### src/rtl/alu_pkg.sv
// Shared ALU definitions: ALUsel opcodes, FSM state encoding and opcode helpers.
// Used by iter_alu, ALU_control and the control-unit decode.
package alu_pkg;

    localparam logic [3:0] ALU_ADD  = 4'b0000;
    localparam logic [3:0] ALU_SUB  = 4'b0001;
    localparam logic [3:0] ALU_OR   = 4'b0100;
    localparam logic [3:0] ALU_AND  = 4'b0101;
    localparam logic [3:0] ALU_BR   = 4'b0110;
    localparam logic [3:0] ALU_XOR  = 4'b0111;
    localparam logic [3:0] ALU_SLL  = 4'b1000;
    localparam logic [3:0] ALU_SRL  = 4'b1001;
    localparam logic [3:0] ALU_SRA  = 4'b1011;
    localparam logic [3:0] ALU_SLT  = 4'b1101;
    localparam logic [3:0] ALU_SLTU = 4'b1111;

    typedef enum logic [1:0] {
        IDLE  = 2'd0,
        SHIFT = 2'd1,
        DONE  = 2'd2
    } alu_state_t;

    function automatic logic is_shift(input logic [3:0] sel);
        return (sel == ALU_SLL) || (sel == ALU_SRL) || (sel == ALU_SRA);
    endfunction

endpackage

### src/rtl/iter_alu_if.sv
// Operand/result handshake bundle between the sequencing logic and iter_alu.
// The master issues operations and takes results; the slave is the ALU.
interface iter_alu_if #(parameter int WIDTH = 32);

    logic             in_valid;
    logic             in_ready;
    logic [WIDTH-1:0] a;
    logic [WIDTH-1:0] b;
    logic [3:0]       alu_sel;
    logic             out_valid;
    logic             out_ready;
    logic [WIDTH-1:0] result;
    logic             zero;
    logic             negative;
    logic             carry;
    logic             overflow;
    logic             busy;

    modport master (
        output in_valid, a, b, alu_sel, out_ready,
        input  in_ready, out_valid, result, zero, negative, carry, overflow, busy
    );

    modport slave (
        input  in_valid, a, b, alu_sel, out_ready,
        output in_ready, out_valid, result, zero, negative, carry, overflow, busy
    );

endinterface

### src/rtl/alu_addsub.sv
// Combinational WIDTH-bit adder/subtractor with carry-out and signed overflow.
// On subtract, carry=1 means no borrow (a >= b unsigned).
module alu_addsub #(
    parameter int WIDTH = 32
) (
    input  logic [WIDTH-1:0] a,
    input  logic [WIDTH-1:0] b,
    input  logic             sub,
    output logic [WIDTH-1:0] sum,
    output logic             carry,
    output logic             overflow
);

    logic [WIDTH-1:0] w_b;
    logic [WIDTH:0]   w_full;

    assign w_b      = sub ? ~b : b;
    assign w_full   = {1'b0, a} + {1'b0, w_b} + {{WIDTH{1'b0}}, sub};
    assign sum      = w_full[WIDTH-1:0];
    assign carry    = w_full[WIDTH];
    assign overflow = (a[WIDTH-1] == w_b[WIDTH-1]) && (sum[WIDTH-1] != a[WIDTH-1]);

endmodule

### src/rtl/iter_alu.sv
// Execute-stage ALU: single-cycle arithmetic/logic/compare, iterative one-bit-per-cycle
// shifter, registered result and flags behind a valid/ready handshake.
module iter_alu
    import alu_pkg::*;
#(
    parameter int WIDTH = 32
) (
    input  logic      clk,
    input  logic      rst,
    iter_alu_if.slave bus
);

    localparam int SHW = $clog2(WIDTH);

    alu_state_t       r_state;
    alu_state_t       w_next_state;
    logic [WIDTH-1:0] r_acc;
    logic [SHW-1:0]   r_cnt;
    logic [3:0]       r_op;
    logic [WIDTH-1:0] r_result;
    logic             r_zero;
    logic             r_negative;
    logic             r_carry;
    logic             r_overflow;

    logic             w_accept;
    logic             w_load_result;
    logic             w_load_shift;
    logic             w_shift_done;
    logic [SHW-1:0]   w_shamt;
    logic             w_sub;
    logic [WIDTH-1:0] w_sum;
    logic             w_add_c;
    logic             w_add_v;
    logic [WIDTH-1:0] w_res;
    logic             w_c;
    logic             w_v;
    logic [WIDTH-1:0] w_shifted;

    assign w_shamt = bus.b[SHW-1:0];
    assign w_sub   = (bus.alu_sel != ALU_ADD);

    alu_addsub #(.WIDTH(WIDTH)) u_addsub (
        .a        (bus.a),
        .b        (bus.b),
        .sub      (w_sub),
        .sum      (w_sum),
        .carry    (w_add_c),
        .overflow (w_add_v)
    );

    // Single-cycle result; a shift op lands here only with shamt 0, where result = a.
    // NOTE: every always_comb output gets a default first so no path can infer a latch.
    always_comb begin
        w_res = '0;
        w_c   = 1'b0;
        w_v   = 1'b0;
        case (bus.alu_sel)
            ALU_ADD, ALU_SUB, ALU_BR: begin
                w_res = w_sum;
                w_c   = w_add_c;
                w_v   = w_add_v;
            end
            ALU_OR:                   w_res = bus.a | bus.b;
            ALU_AND:                  w_res = bus.a & bus.b;
            ALU_XOR:                  w_res = bus.a ^ bus.b;
            ALU_SLT:                  w_res = {{(WIDTH-1){1'b0}}, w_sum[WIDTH-1] ^ w_add_v};
            ALU_SLTU:                 w_res = {{(WIDTH-1){1'b0}}, ~w_add_c};
            ALU_SLL, ALU_SRL, ALU_SRA: w_res = bus.a;
            default:                  w_res = '0;
        endcase
    end

    always_comb begin
        case (r_op)
            ALU_SLL: w_shifted = {r_acc[WIDTH-2:0], 1'b0};
            ALU_SRA: w_shifted = {r_acc[WIDTH-1], r_acc[WIDTH-1:1]};
            default: w_shifted = {1'b0, r_acc[WIDTH-1:1]};
        endcase
    end

    // in_ready is combinational so DONE can hand over to a new op in the same cycle.
    assign bus.in_ready = !rst && ((r_state == IDLE) || ((r_state == DONE) && bus.out_ready));
    assign w_accept     = bus.in_ready && bus.in_valid;

    always_comb begin
        w_next_state  = r_state;
        w_load_result = 1'b0;
        w_load_shift  = 1'b0;
        w_shift_done  = 1'b0;
        case (r_state)
            IDLE:    w_next_state = IDLE;
            SHIFT: begin
                if (r_cnt == SHW'(1)) begin
                    w_shift_done = 1'b1;
                    w_next_state = DONE;
                end
            end
            DONE: begin
                if (bus.out_ready) w_next_state = IDLE;
            end
            default: w_next_state = IDLE;
        endcase
        if (w_accept) begin
            if (is_shift(bus.alu_sel) && (w_shamt != '0)) begin
                w_load_shift = 1'b1;
                w_next_state = SHIFT;
            end else begin
                w_load_result = 1'b1;
                w_next_state  = DONE;
            end
        end
    end

    // NOTE: sequential state uses non-blocking assignments so every register samples pre-edge values.
    always_ff @(posedge clk or posedge rst) begin
        if (rst) r_state <= IDLE;
        else     r_state <= w_next_state;
    end

    always_ff @(posedge clk or posedge rst) begin
        if (rst) begin
            r_acc      <= '0;
            r_cnt      <= '0;
            r_op       <= ALU_ADD;
            r_result   <= '0;
            r_zero     <= 1'b0;
            r_negative <= 1'b0;
            r_carry    <= 1'b0;
            r_overflow <= 1'b0;
        end else begin
            if (w_load_result) begin
                r_result   <= w_res;
                r_zero     <= (w_res == '0);
                r_negative <= w_res[WIDTH-1];
                r_carry    <= w_c;
                r_overflow <= w_v;
            end
            if (w_load_shift) begin
                r_acc <= bus.a;
                r_cnt <= w_shamt;
                r_op  <= bus.alu_sel;
            end
            if (r_state == SHIFT) begin
                r_acc <= w_shifted;
                r_cnt <= r_cnt - SHW'(1);
                if (w_shift_done) begin
                    r_result   <= w_shifted;
                    r_zero     <= (w_shifted == '0);
                    r_negative <= w_shifted[WIDTH-1];
                    r_carry    <= 1'b0;
                    r_overflow <= 1'b0;
                end
            end
        end
    end

    assign bus.out_valid = (r_state == DONE);
    assign bus.busy      = (r_state == SHIFT);
    assign bus.result    = r_result;
    assign bus.zero      = r_zero;
    assign bus.negative  = r_negative;
    assign bus.carry     = r_carry;
    assign bus.overflow  = r_overflow;

endmodule

### src/flat_wrapper.sv
// flat-port wrapper written by rule: the top's interface ports become plain ports
module iter_alu_flat import alu_pkg::*;
#(
    parameter int WIDTH = 32
)
  (clk, rst, bus_in_valid, bus_a, bus_b, bus_alu_sel, bus_out_ready, bus_in_ready, bus_out_valid, bus_result, bus_zero, bus_negative, bus_carry, bus_overflow, bus_busy);
  iter_alu_if #(.WIDTH(WIDTH)) bus_i ();
  input  logic clk;
  input  logic rst;
  input wire logic [$bits(bus_i.in_valid)-1:0] bus_in_valid;
  input wire logic [$bits(bus_i.a)-1:0] bus_a;
  input wire logic [$bits(bus_i.b)-1:0] bus_b;
  input wire logic [$bits(bus_i.alu_sel)-1:0] bus_alu_sel;
  input wire logic [$bits(bus_i.out_ready)-1:0] bus_out_ready;
  output wire logic [$bits(bus_i.in_ready)-1:0] bus_in_ready;
  output wire logic [$bits(bus_i.out_valid)-1:0] bus_out_valid;
  output wire logic [$bits(bus_i.result)-1:0] bus_result;
  output wire logic [$bits(bus_i.zero)-1:0] bus_zero;
  output wire logic [$bits(bus_i.negative)-1:0] bus_negative;
  output wire logic [$bits(bus_i.carry)-1:0] bus_carry;
  output wire logic [$bits(bus_i.overflow)-1:0] bus_overflow;
  output wire logic [$bits(bus_i.busy)-1:0] bus_busy;
  assign bus_i.in_valid = bus_in_valid;
  assign bus_i.a = bus_a;
  assign bus_i.b = bus_b;
  assign bus_i.alu_sel = bus_alu_sel;
  assign bus_i.out_ready = bus_out_ready;
  assign bus_in_ready = bus_i.in_ready;
  assign bus_out_valid = bus_i.out_valid;
  assign bus_result = bus_i.result;
  assign bus_zero = bus_i.zero;
  assign bus_negative = bus_i.negative;
  assign bus_carry = bus_i.carry;
  assign bus_overflow = bus_i.overflow;
  assign bus_busy = bus_i.busy;
  iter_alu #(.WIDTH(WIDTH)) u_core (.clk(clk), .rst(rst), .bus(bus_i));
endmodule
### config.mk
export PLATFORM = sky130hd
export DESIGN_NAME = iter_alu_flat
export DESIGN_NICKNAME = d
export VERILOG_FILES = /design/src/rtl/alu_pkg.sv /design/src/rtl/iter_alu_if.sv /design/src/rtl/alu_addsub.sv /design/src/rtl/iter_alu.sv /design/src/flat_wrapper.sv
export SDC_FILE = /design/constraint.sdc
export NUM_CORES = 1
export LEC_CHECK = 0
export CELL_PAD_IN_SITES_DETAIL_PLACEMENT = 0
export CELL_PAD_IN_SITES_GLOBAL_PLACEMENT = 2
export CORE_ASPECT_RATIO = 1.4
export CORE_MARGIN = 2
export CORE_UTILIZATION = 33
export CTS_CLUSTER_SIZE = 12
export DETAILED_ROUTE_END_ITERATION = 16
export MAX_ROUTING_LAYER = met4
export PLACE_DENSITY_LB_ADDON = 0.1
export SYNTH_ARGS = -nofsm -noshare
export SYNTH_HDL_FRONTEND = slang
export SYNTH_SLANG_ARGS = --single-unit
export TNS_END_PERCENT = 30
### constraint.sdc
create_clock -name clk -period 3.6 [get_ports clk]
set_input_delay 0.54 -clock clk [delete_from_list [all_inputs] [get_ports clk]]
set_output_delay 0.54 -clock clk [all_outputs]
set_load 0.02 [all_outputs]
==> run_results.csv <==
group,metric,value,unit
status,status,"complete, but fails checks",
status,failed_checks,"negative setup slack",
min_path,hold_depth,1,
sta,hold_ws,0.492,ns
power_and_ir_drop,vdd_ir_drop_max,390,uV
sta,skew,0.0112,ns
floorplan,dieArea,26200,um2
global_route,grt_usage,26.2,%
synthesis,synth_area_leaders,"dfrtp_1 24%, ha_1 15%, nand2_1 6.0%",
sta,rsz0062_at_grt,"yes",
worst_setup_path,worstSetupPathType,"in2reg",
synthesis,synth_most_common_cell,"nand2_1",
power_and_ir_drop,p_sw_share,42.4,%
global_route,grt_pass1_wl,51100,um
layout,layout.nets,1547,
worst_setup_path,worstPathArrival,4.07,ns
clock_tree,clkSinkCount,79,
synthesis,synth_seq_cells,79,
placement,place_congestion,0.916,
placement,portBuffers,110,
power_and_ir_drop,p_comb_share,57.0,%
placement,hpwl,26400,um
power_and_ir_drop,p_clk_share,15.5,%
synthesis,ys.flop_type,"dfrtp_1",
sta,fmax,260,MHz
synthesis,synth_compound_area_share,26.0,%
clock_tree,h-tree-depth,3,
clock_tree,cts_tree,"done",
sta,tns,-0.583,ns
global_route,grt_pass1_vias,9106,
run,cap_viol_max_count,0,
worst_setup_path,r2r-end,"u_core.bus.zero$_DFF_PP0_",
power_and_ir_drop,power.leakage,5.68,nW
synthesis,avgSynthCellArea,7.86,um2
min_path,min_to,"u_core.r_op[3]$_DFFE_PP0P_",
power_and_ir_drop,p_int,3.45,mW
global_route,grt_max_degree,62,
worst_setup_path,critPathLaunchType,"input port",
sta,layout_setup_ws,-0.245,ns
sta,fin_crit_sh,107,%
sta,hold_viol,0,
synthesis,synth_area,8210,um2
power_and_ir_drop,p_sw,2.54,mW
placement,dp.cells,1651,
sta,fin_crit,3.84,ns
sta,setup_viol,6,
floorplan,num_rows,68,
routing,wirelength,33400,um
routing,detail-route-antenna-nets,0,
sta,maxSlewViolCount,0,
routing,drt_pass1_iterations,5,
layout,drive_gt1_share,28.0,%
synthesis,netlist_instances,1044,
floorplan,start_util,33.4,%
clock_tree,clk_pin_slew,0.06,ns
synthesis,syn-num-nets,1216,
worst_setup_path,r2r_start,"u_core.r_op[0]$_DFFE_PP0P_",
layout,n_antenna_cell,0,
synthesis,synthSimpleGateAreaFrac,17.2,%
clock_tree,worstSkewPairLatency,0.35,ns
worst_setup_path,critPathCaptureType,"register",
routing,wl_per_cell,19.7,um
clock_tree,clk_path_buf_depth,2,
power_and_ir_drop,powerDensity,481,nW/um2
synthesis,synth_xor_area_share,6.40,%
routing,drc,0,
synthesis,synth_fa_ha_area_share,15.3,%
floorplan,io_pins,111,
synthesis,synth_top_family_by_area,"compound AO/OA/AOI/OAI gates",
synthesis,synth-seq-area-share,24.1,%
synthesis,synthMuxAreaShare,4.39,%
synthesis,synth_common_cells,"131 x nand2_1, 99 x ha_1, 86 x a21oi_1",
floorplan,die_h,191,um
synthesis,synth_top_area_share,24.1,%
clock_tree,cts-root-buf,"clkbuf_16",
global_route,antenna_found_initial,0,
synthesis,yosysTopAreaCell,"dfrtp_1",
min_path,min_from,"u_core.r_op[3]$_DFFE_PP0P_",
synthesis,ys_warn_count,0,
worst_setup_path,required,3.83,ns
routing,drt-initial-drc-count,422,
global_route,overflow,0,
layout,final_cell_count_no_fill,1695,
floorplan,die_x,137,um
sta,relSlewSlack,19.0,%
clock_tree,cts_buffers,9,
worst_setup_path,r2r_setup_slack,0.67,ns
worst_setup_path,reg2regPathDepth,9,
layout,syn_to_final_growth,51.6,%
routing,viasPerCell,5.33,
synthesis,ys_types,63,
floorplan,core-area,24600,um2
worst_setup_path,crit_fanout,5,
synthesis,async_flop_share,100,%
sta,tightestPinTransition,1.21,ns
synthesis,synth_edf_count,0,
min_path,hold_path.class,"reg2reg",
power_and_ir_drop,seq_power_share,27.5,%
routing,vias,9039,
==> final cells by class <==
type	count	area, um2
clock buffer	9	225
multi-input combinational	820	6240
tap	315	394
inverter	83	313
timing repair buffer	382	3230
clock inverter	7	72.6
sequential	79	1980
fill	2448	12100
==> worst max-delay path by stage <==
stage	slack, ns	endpoint	from
floorplan	0.006	u_core.bus.zero$_DFF_PP0_	bus_alu_sel[3]
global placement	-1.51	u_core.bus.zero$_DFF_PP0_	bus_alu_sel[3]
detailed placement	-1.53	u_core.bus.zero$_DFF_PP0_	bus_alu_sel[3]
CTS	-0.43	u_core.bus.zero$_DFF_PP0_	bus_alu_sel[0]
finish	-0.24	u_core.bus.zero$_DFF_PP0_	bus_alu_sel[1]
global route	-0.47	u_core.bus.zero$_DFF_PP0_	bus_alu_sel[1]
==> registers in the layout, summed over array words and instances (netlist names) <==
name	flops
u_core.bus.result	32
u_core.r_acc	32
u_core.r_cnt	5
u_core.r_op	4
u_core.r_state	2
u_core.bus.carry	1
u_core.bus.negative	1
u_core.bus.overflow	1
u_core.bus.zero	1
==> worst max-delay path, stage by stage <==
cell and delay, ns:
buf_6 0.10, nor4_4 0.33, buf_12 0.17, buf_4 0.10, xnor2_1 0.07, ha_1 0.31
nand4_1 0.19, o22ai_2 0.23, a32oi_2 0.18, buf_4 0.19, a2111oi_4 0.31, buf_4 0.17
buf_6 0.09, nor3_4 0.03, o21ai_2 0.17, a21oi_2 0.09, xor2_1 0.19, o21ai_2 0.10
buf_4 0.15, o41ai_2 0.33
==> kinds of logic after synthesis <==
family,count (synthesis)
AOI/OAI and AO/OA,327
and+or+nand+nor,297
buffers and inverters,145
adders and majority gates,100
DFF,79
xor gates and xnor gates,60
muxes,36
==> repair_timing <==
action | 4_1_cts | 5_1_grt
resized for setup | 76 | 52
setup buffers | 18 | 13
pin swaps | 29 | 33
hold buffers | 0 | 0
setup endpoints to repair | 25 | 22
==> routing by layer <==
metal	track usage [%]	vias to the layer above	part of all wire (%)
met5	-	-	0
met4	6.26	0	1.8
met3	1.28	38	3.0
met2	43.1	208	48
met1	35.5	4352	47
li1	-	4441	-
==> power groups by stage <==
stage | sequential, mW | clock, mW | combinational (mW)
after floorplan | 1.77 | 0 | 1.61
after global placement | 1.66 | 0 | 3.22
after detailed placement | 1.66 | 0 | 3.23
after CTS | 1.65 | 0.936 | 3.34
after global routing | 1.69 | 0.973 | 3.70
final | 1.65 | 0.927 | 3.41
==> through the flow <==
| stage | cell area (um2) | utilization (%) | total power [mW] | setup slack (ns) |
|---|---|---|---|---|
| 2_1_floorplan | 8310 | - | 3.38 | 0.00566 |
| 3_3_place_gp | 11400 | 46.5 | 4.88 | -1.51 |
| 3_5_place_dp | 11400 | 46.5 | 4.89 | -1.53 |
| 4_1_cts | 12100 | 49.3 | 5.92 | -0.435 |
| 5_1_grt | 12400 | 50.6 | 6.37 | -0.470 |
| 6_report | 12400 | 50.6 | 5.99 | -0.245 |
==> layout by cell type (no fill, tap or decap), types with 36 or more instances in the layout <==
| cell | synthesis | final |
|---|---|---|
| buf_4 | 0 | 262 |
| nand2_1 | 131 | 129 |
| clkdlybuf4s50_1 | 0 | 105 |
| ha_1 | 99 | 94 |
| inv_1 | 82 | 80 |
| dfrtp_1 | 79 | 79 |
| a21oi_1 | 86 | 63 |
| nor2_1 | 50 | 50 |
| o21ai_0 | 67 | 48 |
| o211ai_1 | 43 | 43 |
| xnor2_1 | 49 | 42 |
| mux2i_1 | 36 | 36 |
Power figures use the tool's default switching activity.
